**src/rtl/goldschmidt_ctrl.sv**
```systemverilog
// rtl/goldschmidt_ctrl.sv - sequencing controller for the Goldschmidt divider datapath
//
// Purpose: this block time-multiplexes the single shared multiplier between N and D
// on every Goldschmidt iteration. It drives the K / N-D operand selects, strobes
// the external N, D and K working registers, and provides a start/busy/done
// handshake to the surrounding FPU logic.
//
// Ports:
//   clk       in   system clock, rising edge
//   reset     in   asynchronous active-high reset
//   start     in   division request, accepted only while idle
//   busy      out  high in every state except IDLE
//   done      out  one-cycle pulse; the N register holds the quotient
//   opLoad    out  load N/D from operands (combinational, accept cycle only)
//   kSelect   out  0 = initial K from lookup, 1 = K = 2 - result
//   ndSelect  out  multiplier X operand: 0 = N, 1 = D
//   kLoad     out  capture the K generator output into the K register
//   nLoad     out  capture the multiplier result into the N register
//   dLoad     out  capture the multiplier result into the D register
//   iter      out  current iteration index, 0..ITER-1
module goldschmidt_ctrl #(
  parameter int ITER = 4
) (
  input  logic       clk,
  input  logic       reset,
  input  logic       start,
  output logic       busy,
  output logic       done,
  output logic       opLoad,
  output logic       kSelect,
  output logic       ndSelect,
  output logic       kLoad,
  output logic       nLoad,
  output logic       dLoad,
  output logic [3:0] iter
);

  typedef enum logic [2:0] {
    S_IDLE,
    S_LOADK,
    S_MULN,
    S_MULD,
    S_WBD,
    S_DONE
  } state_t;

  localparam logic [3:0] LAST_ITER = 4'(ITER - 1);

  state_t     state;
  state_t     state_nxt;
  logic [3:0] iter_nxt;

  always_ff @(posedge clk or posedge reset) begin
    if (reset) begin
      state <= S_IDLE;
      iter  <= 4'd0;
    end else begin
      state <= state_nxt;
      iter  <= iter_nxt;
    end
  end

  always_comb begin
    state_nxt = state;
    iter_nxt  = iter;
    busy      = (state != S_IDLE);
    done      = 1'b0;
    opLoad    = 1'b0;
    kSelect   = 1'b0;
    ndSelect  = 1'b0;
    kLoad     = 1'b0;
    nLoad     = 1'b0;
    dLoad     = 1'b0;

    case (state)
      S_IDLE: begin
        // Gated by reset so an asserted reset forces every output low at once,
        // even while start is held high.
        if (start && !reset) begin
          opLoad    = 1'b1;
          iter_nxt  = 4'd0;
          state_nxt = S_LOADK;
        end
      end
      S_LOADK: begin
        kLoad     = 1'b1;
        state_nxt = S_MULN;
      end
      S_MULN: begin
        // Result register captures N*K at the end of this cycle.
        state_nxt = S_MULD;
      end
      S_MULD: begin
        // Result holds N*K now; the multiplier moves on to D*K.
        ndSelect  = 1'b1;
        nLoad     = 1'b1;
        state_nxt = S_WBD;
      end
      S_WBD: begin
        // Result holds D*K: write D back and, if another pass follows, derive
        // the next K = 2 - D from the same result in the same cycle.
        dLoad = 1'b1;
        if (iter == LAST_ITER) begin
          state_nxt = S_DONE;
        end else begin
          kSelect   = 1'b1;
          kLoad     = 1'b1;
          iter_nxt  = iter + 4'd1;
          state_nxt = S_MULN;
        end
      end
      S_DONE: begin
        done      = 1'b1;
        state_nxt = S_IDLE;
      end
      default: begin
        state_nxt = S_IDLE;
      end
    endcase
  end

endmodule
```
**config.mk**
```make
export PLATFORM = sky130hd
export DESIGN_NAME = goldschmidt_ctrl
export DESIGN_NICKNAME = d
export VERILOG_FILES = /design/src/rtl/goldschmidt_ctrl.sv
export SDC_FILE = /design/constraint.sdc
export NUM_CORES = 1
export LEC_CHECK = 0
export BUFFER_PORTS_ARGS = -buffer_cell sky130_fd_sc_hd__buf_2
export CAP_MARGIN = 40
export CORE_AREA = 2 2 39 41
export CTS_CLUSTER_DIAMETER = 60
export DETAILED_ROUTE_END_ITERATION = 7
export DIE_AREA = 0 0 41 43
export RECOVER_POWER = 50
export SYNTH_ARGS = -nofsm -noshare
export SYNTH_HDL_FRONTEND = slang
export SYNTH_SLANG_ARGS = --single-unit
export TNS_END_PERCENT = 100
```
**constraint.sdc**
```tcl
create_clock -name clk -period 1.7 [get_ports clk]
set_input_delay 0.17 -clock clk [delete_from_list [all_inputs] [get_ports clk]]
set_output_delay 0.17 -clock clk [all_outputs]
set_load 0.03 [all_outputs]
```
==> results by group <==
Outcome
  • Outcome: complete, no violations

Placed design
  • Final RePlAce weighted congestion: 0.7387
  • Placed Cells: 76
  • Input/output buffers: 14
  • Post-place setup slack: 0.1143 ns
  • HPWL after DPL: 757.7 um

Yosys
  • Count leader, synth: dfrtp_1
  • Post-synthesis net count: 52
  • Ys async rst share: 100.0%
  • Number of synthesized flops with an enable pin: 0
  • Cell Area, Synth: 449.2 sq um
  • Commonest cells in the netlist: dfrtp_1, a21oi_1, and3_1, nor2_1
  • Gate Count Post-Synth: 48
  • Seq/Total Area, Yosys: 39.00%
  • Top_reg_cell synth: dfrtp_1
  • Post-Syn Area per Cell: 9.358 sq um
  • Synthesized flop and latch total: 7
  • Post-synth cell types: 29
  • Top post-synthesis cells by area: dfrtp_1, a21oi_1, and3_1
  • Biggest area consumer among synthesized cells: dfrtp_1
  • Share of the synthesized area in the top cell type: 39.00%
  • YS warnings: 0

Timing
  • Max Freq: 0.6044 GHz
  • Setup violations, final: 0
  • Final hold vios: 0
  • TNS Setup: 0 ns
  • Slew Viols, Final: 0
  • Hold WS: 0.3718 ns
  • Worst-Margin Slew: 0.3644 ns
  • Clk_skew: 0.001846 ns
  • Minimum clock period: 1.654 ns
  • Final worst slack: 0.04554 ns
  • Rel. slew slack: 75.81%
  • RSZ-0062 raised after global routing: yes
  • Final Cycle Share: 97.32%

Power
  • VDD IR max: 0.0008153 V
  • Switching share of total power: 48.67%
  • Flop pwr share: 28.6%
  • Combinational fraction of design power: 57.9%
  • Leakage: 0.3239 nW
  • Sw power: 0.5650 mW
  • Final Power: 1.161 mW
  • Pwr Density: 1837 nW/um^2
  • Pint: 0.5959 mW
  • Clk network pwr share: 13.6%

Global route
  • Global-route wire length before repair: 1.731 mm
  • Vias in the first global route: 405
  • Largest net degree at the start of global routing: 15
  • Initial antenna violation count: 0
  • GRT overflow: 0
  • GRT Overall Usage: 14.65%

Floorplanning
  • Die Y: 43 um
  • IO Pins: 15
  • Die area: 1763 sq um
  • Placeable Area: 1384 sq um
  • Initial core utilization: 32.46%
  • Die width: 41 um
  • Cell Rows: 14

Layout
  • Antenna diodes: 0
  • Fill cells: 142
  • Fraction of layout instances using a drive strength above 1: 44.29%
  • Synth-to-Final Area Change: 40.67%
  • Nets: 75
  • Fin cells: 86

Route
  • Via count: 444
  • DRC: 0
  • Initial DRC count: 6
  • Post-route ant nets: 0
  • Initial DRT Pass Iterations: 4
  • DR vias/cell: 5.163
  • WL final: 1.103 mm
  • Routed wire per std cell: 12.83 um

Clocking
  • Reg clk slew, reported paths: 0.06 ns
  • CTS root buf: clkbuf_4
  • H-Tree Depth: 1
  • CTS tree: done
  • Clk_lat worst skew: 0.25 ns
  • Clock tree sinks: 7
  • Clk buf depth: 2
  • Cts bufs inserted: 3

Critical path
  • Worst Path Required: 1.53 ns
  • CP Capture Type: primary output
  • Startpoint types: flip-flop
  • CP bufs+invs: 1
  • CP arrival: 1.48 ns
  • Delay-heaviest family, CP: simple AND/OR/NAND/NOR gates
  • Crit Path Max Fanout: 4
  • Crit path kind: flip-flop to primary output
  • Slowest CP cell: or3b_4
  • Slowest Stage Delay on Critical Path: 0.39 ns
  • Crit-path cells: ha_4, or3b_4, nand3b_1, a21oi_2, buf_6

Job
  • Max Cap Viol: 0

Worst hold path
  • Worst Hold Class: input pin to flip-flop
## stage by stage
step,cell area [sq um],utilization [%]
after floorplan,457.9,-
after global placement,539.3,38.97
after detailed placement,539.3,38.97
after CTS,611.8,44.21
after global routing,631.9,45.66
final,631.9,45.66
## metal layers
layer / track usage [%] / wire length (um) / up-vias
met5: 0 / 0 / -
met4: 8.000 / 0 / 0
met3: 3.665 / 65 / 0
met2: 20.63 / 507 / 16
met1: 19.67 / 530 / 210
li1: - / - / 218
## worst register-to-register path, stage by stage (launching register included)
cell,delay (ns)
dfrtp_2,0.38
ha_4,0.14
or3b_4,0.39
and4_4,0.20
a211o_1,0.25
## state kept, by name, summed over array words and instances (netlist names)
name   cells
state      3
iter       4
## final cells by class
type	count	area (sq um)	share of cell area, %
Tap cell	16	20.02	3.168
Multi-Input combinational cell	35	265.3	41.98
Inverter	3	11.26	1.782
Sequential cell	7	180.2	28.51
Clock buffer	4	26.28	4.158
Timing Repair Buffer	21	128.9	20.40
## final timing paths
check / cells after the start / endpoint / from / slack [ns]
worst max-delay path: 5 / kLoad / iter[1]$_DFFE_PP0P_ / 0.05
worst min-delay path: 4 / state[0]$_DFFE_PP0P_ / start / 0.37
worst max register to register: 4 / iter[1]$_DFFE_PP0P_ / iter[1]$_DFFE_PP0P_ / 0.22
worst min register to register: 1 / state[0]$_DFFE_PP0P_ / state[0]$_DFFE_PP0P_ / 0.52
max in group asynchronous: 3 / state[0]$_DFFE_PP0P_ / reset / 1.06
min in group asynchronous: 3 / state[1]$_DFFE_PP0P_ / reset / 0.40
## timing repair
| action | 4_1_cts | 5_1_grt |
|---|---|---|
| hold buffers | 1 | 0 |
| gates resized for setup | 5 | 2 |
| setup buffers | 2 | 3 |
| pin swaps | 1 | 2 |
| gates cloned | 0 | 0 |
| hold endpoints to repair | 7 | 0 |
| endpoints found under the setup margin | 2 | 2 |
## layout by cell type (no fill, tap or decap), drive strengths merged, types with 2 or more instances in the layout
cell    netlist  layout
a211o         2       2
clkbuf        2       8
and3          3       3
nand2         2       2
o22ai         2       2
nand3b        2       2
buf           1      16
a21oi         4       4
nor2b         2       2
nor2          3       3
inv           3       3
dfrtp         7       7
## power by group through the flow
stage | Combinational [mW] | Clock (mW) | Sequential (mW)
after detailed placement | 0.598 | 0 | 0.331
final | 0.672 | 0.157 | 0.332
after CTS | 0.670 | 0.159 | 0.327
after global routing | 0.731 | 0.171 | 0.343
after floorplan | 0.432 | 0 | 0.354
after global placement | 0.593 | 0 | 0.328
## cell families (layout without fill, tap and decap cells)
group	count (synthesis)	count (layout)	share of synthesized area, %
compound gates	12	12	17.83
xor+xnor	1	1	1.950
fa+ha+maj	1	1	2.785
buf+inv	6	28	6.127
flops	7	7	39.00
simple gates	21	21	32.31
No activity file was read; power rests on OpenSTA's default activity.
